[src/rtl/fifo_rd_stream_pkg.sv]
// -----------------------------------------------------------------------------
// fifo_rd_stream_pkg
// Shared constants for the synch_fifo read-side drainer:
//   FIFO_WIDTH_DEF            default data width (must match synch_fifo)
//   BUF_DEPTH_DEF/MIN/MAX     local buffer depth default and legal range
//   CNT_W_DEF                 default width of the occupancy count
//   cnt_w_for()               smallest width w with 2**w > depth
// -----------------------------------------------------------------------------
package fifo_rd_stream_pkg;

  localparam int FIFO_WIDTH_DEF = 32;
  localparam int BUF_DEPTH_DEF  = 3;
  localparam int BUF_DEPTH_MIN  = 2;
  localparam int BUF_DEPTH_MAX  = 8;
  localparam int CNT_W_DEF      = 4;

  // Width able to hold the values 0..depth.
  function automatic int cnt_w_for(input int depth);
    int w;
    w = 1;
    while ((1 << w) <= depth) w++;
    return w;
  endfunction

endpackage

[src/rtl/fifo_rd_stream_if.sv]
// -----------------------------------------------------------------------------
// fifo_rd_stream_if
// Valid/ready stream carrying words drained from synch_fifo.
//   m_valid  word present on m_data        (master -> slave)
//   m_data   stream word, FIFO_WIDTH bits  (master -> slave)
//   m_ready  consumer accepts this cycle   (slave  -> master)
// -----------------------------------------------------------------------------
interface fifo_rd_stream_if
  import fifo_rd_stream_pkg::*;
#(
  parameter int FIFO_WIDTH = FIFO_WIDTH_DEF
);

  logic                  m_valid;
  logic                  m_ready;
  logic [FIFO_WIDTH-1:0] m_data;

  modport master (output m_valid, output m_data, input m_ready);
  modport slave  (input m_valid, input m_data, output m_ready);

endinterface

[src/rtl/fifo_rd_skid_buf.sv]
// -----------------------------------------------------------------------------
// fifo_rd_skid_buf
// Small circular buffer that absorbs words arriving from synch_fifo while the
// consumer stalls. Pointers wrap modulo BUF_DEPTH (any value, not only powers
// of two).
// Ports:
//   fifo_clk, rst   clock and asynchronous active-low reset
//   push, push_data write push_data at the tail (caller never pushes when full)
//   pop             remove the head (ignored when empty)
//   head_data       current head word, 0 when empty
//   cnt             number of words held, 0..BUF_DEPTH
// -----------------------------------------------------------------------------
module fifo_rd_skid_buf
  import fifo_rd_stream_pkg::*;
#(
  parameter int FIFO_WIDTH = FIFO_WIDTH_DEF,
  parameter int BUF_DEPTH  = BUF_DEPTH_DEF,
  parameter int CNT_W      = CNT_W_DEF
) (
  input  logic                  fifo_clk,
  input  logic                  rst,
  input  logic                  push,
  input  logic [FIFO_WIDTH-1:0] push_data,
  input  logic                  pop,
  output logic [FIFO_WIDTH-1:0] head_data,
  output logic [CNT_W-1:0]      cnt
);

  localparam int               PTR_W    = cnt_w_for(BUF_DEPTH - 1);
  localparam logic [PTR_W-1:0] LAST_PTR = PTR_W'(BUF_DEPTH - 1);

  logic [FIFO_WIDTH-1:0] mem [BUF_DEPTH];
  logic [PTR_W-1:0]      wr_ptr;
  logic [PTR_W-1:0]      rd_ptr;
  logic                  pop_ok;
  logic [CNT_W-1:0]      cnt_nxt;

  function automatic logic [PTR_W-1:0] ptr_inc(input logic [PTR_W-1:0] p);
    return (p == LAST_PTR) ? '0 : p + 1'b1;
  endfunction

  assign pop_ok = pop && (cnt != '0);

  always_comb begin
    // NOTE: default assignment first so every path drives cnt_nxt; a missing
    // default would infer a latch.
    cnt_nxt = cnt;
    if (push && !pop_ok) begin
      cnt_nxt = cnt + 1'b1;
    end else if (!push && pop_ok) begin
      cnt_nxt = cnt - 1'b1;
    end
  end

  always_ff @(posedge fifo_clk or negedge rst) begin
    if (!rst) begin
      wr_ptr <= '0;
      rd_ptr <= '0;
      cnt    <= '0;
    end else begin
      // NOTE: non-blocking assignments so every flop samples pre-edge values,
      // independent of statement order.
      if (push)   wr_ptr <= ptr_inc(wr_ptr);
      if (pop_ok) rd_ptr <= ptr_inc(rd_ptr);
      cnt <= cnt_nxt;
    end
  end

  // NOTE: storage has no reset; an entry is only observable after it has been
  // written, because head_data is forced to 0 while cnt is 0.
  always_ff @(posedge fifo_clk) begin
    if (push) mem[wr_ptr] <= push_data;
  end

  assign head_data = (cnt != '0) ? mem[rd_ptr] : '0;

endmodule

[src/rtl/fifo_rd_stream.sv]
// -----------------------------------------------------------------------------
// fifo_rd_stream
// Drains synch_fifo (one-cycle registered read latency) and re-presents the
// words as a valid/ready stream. Reads are only issued when the local buffer
// has room for every word already requested, so the consumer may stall at
// any time. fifo_rden depends on registers and fifo_empty only, never on
// m_ready.
// Ports:
//   fifo_clk     clock, rising edge
//   rst          asynchronous active-low reset (shared with synch_fifo)
//   drain_en     allow new FIFO reads
//   fifo_empty   synch_fifo empty flag
//   fifo_rddata  synch_fifo read data, valid the cycle after fifo_rden
//   fifo_rden    read strobe to synch_fifo
//   m_if         stream master (m_valid, m_data out; m_ready in)
//   buf_level    local buffer occupancy
// Optional (`define FIFO_RD_STATS_EN):
//   stat_words   handshake count, wraps modulo 2^32
//   stat_stall   cycles with m_valid && !m_ready, saturates at 16'hFFFF
// -----------------------------------------------------------------------------
module fifo_rd_stream
  import fifo_rd_stream_pkg::*;
#(
  parameter int FIFO_WIDTH = FIFO_WIDTH_DEF,
  parameter int BUF_DEPTH  = BUF_DEPTH_DEF,
  parameter int CNT_W      = CNT_W_DEF
) (
  input  logic                  fifo_clk,
  input  logic                  rst,
  input  logic                  drain_en,
  input  logic                  fifo_empty,
  input  logic [FIFO_WIDTH-1:0] fifo_rddata,
  output logic                  fifo_rden,
  fifo_rd_stream_if.master      m_if,
  output logic [CNT_W-1:0]      buf_level
`ifdef FIFO_RD_STATS_EN
  ,
  output logic [31:0]           stat_words,
  output logic [15:0]           stat_stall
`endif
);

  logic             inflight;
  logic [CNT_W-1:0] cnt;
  logic [CNT_W:0]   committed;
  logic             pop;

  // Words already owned by this block: buffered plus the one on its way.
  assign committed = {1'b0, cnt} + (CNT_W + 1)'(inflight);

  // rst gating keeps the strobe low while reset is held, even with data
  // waiting and drain_en high.
  assign fifo_rden = rst && drain_en && !fifo_empty
                     && (committed < (CNT_W + 1)'(BUF_DEPTH));

  // The word requested last cycle is on fifo_rddata now.
  always_ff @(posedge fifo_clk or negedge rst) begin
    if (!rst) inflight <= 1'b0;
    else      inflight <= fifo_rden;
  end

  assign m_if.m_valid = (cnt != '0);
  assign pop          = m_if.m_valid && m_if.m_ready;
  assign buf_level    = cnt;

  fifo_rd_skid_buf #(
    .FIFO_WIDTH (FIFO_WIDTH),
    .BUF_DEPTH  (BUF_DEPTH),
    .CNT_W      (CNT_W)
  ) u_skid (
    .fifo_clk  (fifo_clk),
    .rst       (rst),
    .push      (inflight),
    .push_data (fifo_rddata),
    .pop       (pop),
    .head_data (m_if.m_data),
    .cnt       (cnt)
  );

`ifdef FIFO_RD_STATS_EN
  always_ff @(posedge fifo_clk or negedge rst) begin
    if (!rst) begin
      stat_words <= '0;
      stat_stall <= '0;
    end else begin
      if (pop) stat_words <= stat_words + 1'b1;
      if (m_if.m_valid && !m_if.m_ready && (stat_stall != 16'hFFFF)) begin
        stat_stall <= stat_stall + 1'b1;
      end
    end
  end
`else
  // Statistics counters are not built.
`endif

endmodule

[src/flat_wrapper.sv]
// flat-port wrapper written by rule: the top's interface ports become plain ports
module fifo_rd_stream_flat import fifo_rd_stream_pkg::*;
#(
  parameter int FIFO_WIDTH = FIFO_WIDTH_DEF,
  parameter int BUF_DEPTH  = BUF_DEPTH_DEF,
  parameter int CNT_W      = CNT_W_DEF
)
  (fifo_clk, rst, drain_en, fifo_empty, fifo_rddata, fifo_rden, buf_level, m_if_m_valid, m_if_m_data, m_if_m_ready);
  fifo_rd_stream_if #(.FIFO_WIDTH(FIFO_WIDTH)) m_if_i ();
  input  logic fifo_clk;
  input  logic rst;
  input  logic drain_en;
  input  logic fifo_empty;
  input  logic [FIFO_WIDTH-1:0] fifo_rddata;
  output logic fifo_rden;
  output logic [CNT_W-1:0] buf_level;
  output wire logic [$bits(m_if_i.m_valid)-1:0] m_if_m_valid;
  output wire logic [$bits(m_if_i.m_data)-1:0] m_if_m_data;
  input wire logic [$bits(m_if_i.m_ready)-1:0] m_if_m_ready;
  assign m_if_m_valid = m_if_i.m_valid;
  assign m_if_m_data = m_if_i.m_data;
  assign m_if_i.m_ready = m_if_m_ready;
  fifo_rd_stream #(.FIFO_WIDTH(FIFO_WIDTH), .BUF_DEPTH(BUF_DEPTH), .CNT_W(CNT_W)) u_core (.fifo_clk(fifo_clk), .rst(rst), .drain_en(drain_en), .fifo_empty(fifo_empty), .fifo_rddata(fifo_rddata), .fifo_rden(fifo_rden), .m_if(m_if_i), .buf_level(buf_level));
endmodule
[config.mk]
export PLATFORM = sky130hd
export DESIGN_NAME = fifo_rd_stream_flat
export DESIGN_NICKNAME = d
export VERILOG_FILES = /design/src/rtl/fifo_rd_stream_pkg.sv /design/src/rtl/fifo_rd_stream_if.sv /design/src/rtl/fifo_rd_skid_buf.sv /design/src/rtl/fifo_rd_stream.sv /design/src/flat_wrapper.sv
export SDC_FILE = /design/constraint.sdc
export NUM_CORES = 1
export LEC_CHECK = 0
export CAP_MARGIN = 20
export CORE_ASPECT_RATIO = 1.1
export CORE_MARGIN = 1.5
export CORE_UTILIZATION = 35
export DETAILED_ROUTE_END_ITERATION = 8
export MAX_ROUTING_LAYER = met4
export SLEW_MARGIN = 0
export SYNTH_ARGS = -nofsm -noshare
export SYNTH_HDL_FRONTEND = slang
export SYNTH_HIERARCHICAL = 1
export SYNTH_SLANG_ARGS = --single-unit
[constraint.sdc]
create_clock -name fifo_clk -period 3.4 [get_ports fifo_clk]
set_clock_uncertainty 0.05 [all_clocks]
set_input_delay 0.85 -clock fifo_clk [delete_from_list [all_inputs] [get_ports fifo_clk]]
set_output_delay 0.85 -clock fifo_clk [all_outputs]
set_load 0.005 [all_outputs]
# After elaboration in Yosys (flattened, before gate mapping)
# Memory sizes are Yosys's and may differ from the RTL's.
# Index checks and enable logic that the tools add are counted.
# totals
reg_bits	9
ram_bits	96
input_bits	37
word_cells	32
memories	1
# op_classes
addsub	5
order_cmp	1
n_eq_ne	2
mux	7
n_reduce_logical	12
# memory_table
memory	words	width	rd	rd_clocked_by_memory_dff	wr	line	text
u_core.u_skid.mem	3	32	1	0	1	fifo_rd_skid_buf.sv:32	logic [FIFO_WIDTH-1:0] mem [BUF_DEPTH];
# ops
operator	count
32-bit 2-to-1 mux	1
4-bit 2-to-1 mux	2
1-bit logical AND	7
4-bit by 1-bit adder with 5-bit output	1
5-bit by 2-bit less-than comparator with 1-bit output, second input constant	1
2-bit by 1-bit adder with 2-bit output, second input constant	2
4-bit by 1-bit adder with 4-bit output, second input constant	1
2-bit equality test, second input constant	2
2-bit 2-to-1 mux	2
4-bit nonzero test	1
4-bit by 1-bit subtractor with 4-bit output, second input constant	1
1-bit logical NOT	3
1-bit 2-to-1 mux	2
2-bit nonzero test	1

# Depth between registers and ports, before layout
# logic_depth
depth_word	6
mapped_depth	9
depth_no_buf	9

# Cells and area by module
# The synthesis kept the hierarchy.
# modules_own_cells
module	instances	cells_per_inst	area_each_um2
fifo_rd_skid_buf	1	248	4269.1
fifo_rd_stream	1	11	102.6

# Worst setup path before layout
# No wires, ideal clock.
# synth_path
kind	register to register
start	reg u_core.inflight
end	mem u_core/u_skid/mem[2][0] (netlist bit) (enable)
setup_time_ns	0.468
arrival_ns	2.837
slack_ns	0.045
path_stages_with_launch	3
period_less_slack_ns	3.355
path_cell_list	dfrtp_1 > inv_1 > nor3b_1
# synth_via
elab_chain_len	2
# synth_lines
item	line	text
start: declaration	fifo_rd_stream.sv:43	logic inflight;
start signal: assignment	fifo_rd_stream.sv:59	else inflight <= fifo_rden;
1-bit 2-to-1 mux	fifo_rd_skid_buf.sv:72	if (push) mem[wr_ptr] <= push_data;
1-bit 2-to-1 mux (not written as such)	fifo_rd_skid_buf.sv:72	
end: declaration	fifo_rd_skid_buf.sv:32	
# No other way between the ends.

# Worst setup path after layout
# layout_path
start	reg u_core.u_skid.cnt[0]
end	out fifo_rden
# layout_via
elab_chain_len	3
# layout_lines
item	line	text
start: declaration	fifo_rd_skid_buf.sv:26	output logic [CNT_W-1:0] cnt
start signal: assignment	fifo_rd_skid_buf.sv:65	cnt <= cnt_nxt;
4-bit by 1-bit adder with 5-bit output	fifo_rd_stream.sv:49	assign committed = {1'b0, cnt} + (CNT_W + 1)'(inflight);
5-bit by 2-bit less-than comparator with 1-bit output	fifo_rd_stream.sv:54	&& (committed < (CNT_W + 1)'(BUF_DEPTH));
1-bit logical AND	fifo_rd_stream.sv:54	
end: declaration	flat_wrapper.sv:15	output logic fifo_rden;
# No other way between the ends.

==> results.py <==
metrics = {
    "placed_design": {
        "gp_congestion": 0.719,
        "io_buffers": 74,
        "placed_area_um2": 5360,
        "dpl.cell_count": 488,
        "dp.final_hpwl_um": 5080,
    },
    "clocking": {
        "cts_root_buffer": "clkbuf_16",
        "cts_hold_buf": 0,
        "cts_buffers": 9,
        "cts_sinks": 105,
        "cts_tree": "done",
        "cts.path.max_buffers": 2,
        "h-tree-depth": 3,
        "clk_pin_slew_ns": 0.06,
        "clock_latency_ns": 0.33,
    },
    "floorplan": {
        "start_util_pct": 36.2,
        "dieHeight_um": 120,
        "die_x_um": 110,
        "core_um2": 12100,
        "die_area_um2": 13200,
        "ios": 75,
        "rows": 42,
    },
    "power": {
        "power.density_nw_per_um2": 716,
        "power.leakage_nw": 1.94,
        "vdd_drop_max_v": 0.000287,
    },
    "final_layout": {
        "antennaDiodeCount": 0,
        "final_cell_mix": "edfxtp_1, clkdlybuf4s50_1, nor2_1, mux2i_1, mux2_1",
        "fillers": 1074,
        "instances_no_fill": 505,
        "drive_above_1_share_pct": 12.3,
        "post-route-util_pct": 46.6,
        "area_growth_pct": 28.8,
        "fin_area_um2": 5630,
        "final_nets": 389,
        "mostFrequentLayoutCell": "edfxtp_1",
    },
    "hold_path": {
        "hold_class": "register to register",
        "hold_depth": 1,
        "min_from": "u_core/u_skid/wr_ptr[0]",
        "hold_end": "u_core/u_skid/wr_ptr[0]",
    },
    "sta": {
        "tns_ns": 0,
        "tightestPinTransition_ns": 0.704,
        "slew_headroom_pct": 52.9,
        "hold_ws_ns": 0.531,
        "rsz0062_at_grt": "false",
        "fmax_mhz": 308,
        "hold_viol": 0,
        "maxSlewViolCount": 0,
        "finalSetupViolCount": 0,
        "fin_crit_sh_pct": 95.6,
        "min_period_ns": 3.25,
    },
    "detailed_routing": {
        "drt_iter0_drc": 66,
        "antenna_left": 0,
        "vias_per_cell": 4.71,
        "drc": 0,
        "num_vias": 2379,
        "drt-pass1-iter-count": 4,
        "wl_per_cell_um": 16.0,
        "routed_wl_um": 8060,
    },
    "critical_path": {
        "cp.required_ns": 2.50,
        "arrival_ns": 2.35,
        "crit_path_cell_trace": "ha_1, ha_1, a2111oi_2, o21a_1, clkdlybuf4s50_1",
        "critPathMostFrequentCell": "ha_1",
        "worstSetupEndpointType": "output port",
        "reg2reg_to": "u_core/u_skid/cnt[3]",
        "reg2regPathDepth": 9,
        "path_max_fanout": 5,
        "crit_path_top_delay_cell": "clkdlybuf4s50_1",
        "r2r_slack_ns": 0.42,
        "path_class": "register to output port",
        "rr_startpoint": "u_core/u_skid/cnt[0]",
        "startpoint_type": "register",
        "slowest_delay_ns": 0.50,
    },
    "global_route": {
        "grt_pass1_vias": 2501,
        "grt_usage_pct": 13.3,
        "antenna_found_initial": 0,
        "grt-ovfl-total": 0,
        "grt_pass1_wl_um": 12600,
        "grt_start_max_net_pins": 34,
    },
    "flow_run": {
        "maxCapViolCount": 0,
    },
    "logic_synthesis": {
        "ys_seq_area_share_pct": 71.1,
        "async_flop_share_pct": 8.57,
        "synth_cell_type_count": 33,
        "synth_edf_count": 96,
        "syn_nets": 302,
        "postSynthAreaPerCell_um2": 16.9,
        "synth_ff_type": "edfxtp_1",
        "syn_inst": 259,
        "synth_area_um2": 4370,
        "synth_seq_cells": 105,
        "yosys_warnings": 6,
    },
    "status": {
        "status": "finished clean",
    },
}
## kinds of logic after synthesis
| group | synth area share, % |
|---|---|
| flip-flops | 71.1 |
| AO/OA/AOI/OAI | 2.86 |
| adder cells (fa/ha/maj) | 1.89 |
| AND/OR/NAND/NOR | 5.70 |
| multiplexers | 16.1 |
| buffers and inverters | 2.00 |
| XOR/XNOR | 0.401 |
## worst max-delay path, delay by kind of cell (launching register included)
kind	cells	cell delay (ns)
DFF	1	0.44
adders and majority gates	2	0.54
buffers and inverters	1	0.50
AOI/OAI and AO/OA	2	0.54
## through the flow
stage                     worst slack (ns)  power [mW]
after floorplan                     0.0453        2.43
after global placement              0.0729        3.16
after detailed placement            0.0141        3.17
after CTS                           0.0141        4.09
after global routing                0.0649        4.27
final                                0.150        4.03
## cells in the mapped netlist (3+ instances only)
cell type | number | area [µm²]
nor2_1 | 34 | 128
dfrtp_1 | 9 | 225
a21o_1 | 4 | 30.0
a21oi_1 | 3 | 15.0
nand2_1 | 5 | 18.8
buf_2 | 7 | 35.0
mux2i_1 | 33 | 330
edfxtp_1 | 96 | 2880
ha_1 | 5 | 62.6
mux2_1 | 27 | 304
buf_6 | 3 | 33.8
nor3_1 | 3 | 15.0
mux2_2 | 6 | 67.6
## how the worst max path moves through the flow
stage                         startpoint  depth (start not counted)                 endpoint
global route        u_core/u_skid/cnt[0]                          5                fifo_rden
finish              u_core/u_skid/cnt[0]                          5                fifo_rden
global placement                     rst                          5                fifo_rden
floorplan                u_core/inflight                          2  u_core/u_skid/mem[2][0]
CTS                                  rst                          5                fifo_rden
detailed placement                   rst                          5                fifo_rden
## metal layers
metal / up-vias / track usage, % / wire [µm]
met3: 5 / 3.07 / 272
li1: 1155 / - / -
met2: 48 / 22.2 / 4090
met5: - / - / 0
met1: 1171 / 15.9 / 3610
met4: 0 / 3.90 / 91
## power by group
part           total, mW  internal, mW  switching [mW]
Clock              0.912         0.490           0.422
Combinational       1.51         0.868           0.642
Sequential          1.61          1.51           0.105
Total               4.03          2.86            1.17
## what timing repair did
item | CTS | global route
gates resized for setup | 0 | 2
setup buffers | 0 | 1
endpoints found under the setup margin | 0 | 1
## sequential cells by signal (all words and copies together), names as in the netlist
name	cells
u_core/u_skid/rd_ptr	2
u_core/u_skid/mem	96
u_core/inflight	1
u_core/u_skid/cnt	4
u_core/u_skid/wr_ptr	2
## layout make-up
class / instances / area (µm²) / area share [%]
inverter: 2 / 7.51 / 0.133
clock inverter: 6 / 32.5 / 0.578
multi-input combinational: 140 / 1200 / 21.3
timing repair buffer: 88 / 858 / 15.2
clock buffer: 10 / 229 / 4.07
tap: 154 / 193 / 3.42
sequential: 105 / 3110 / 55.2
(Power assumes the default switching activity.)
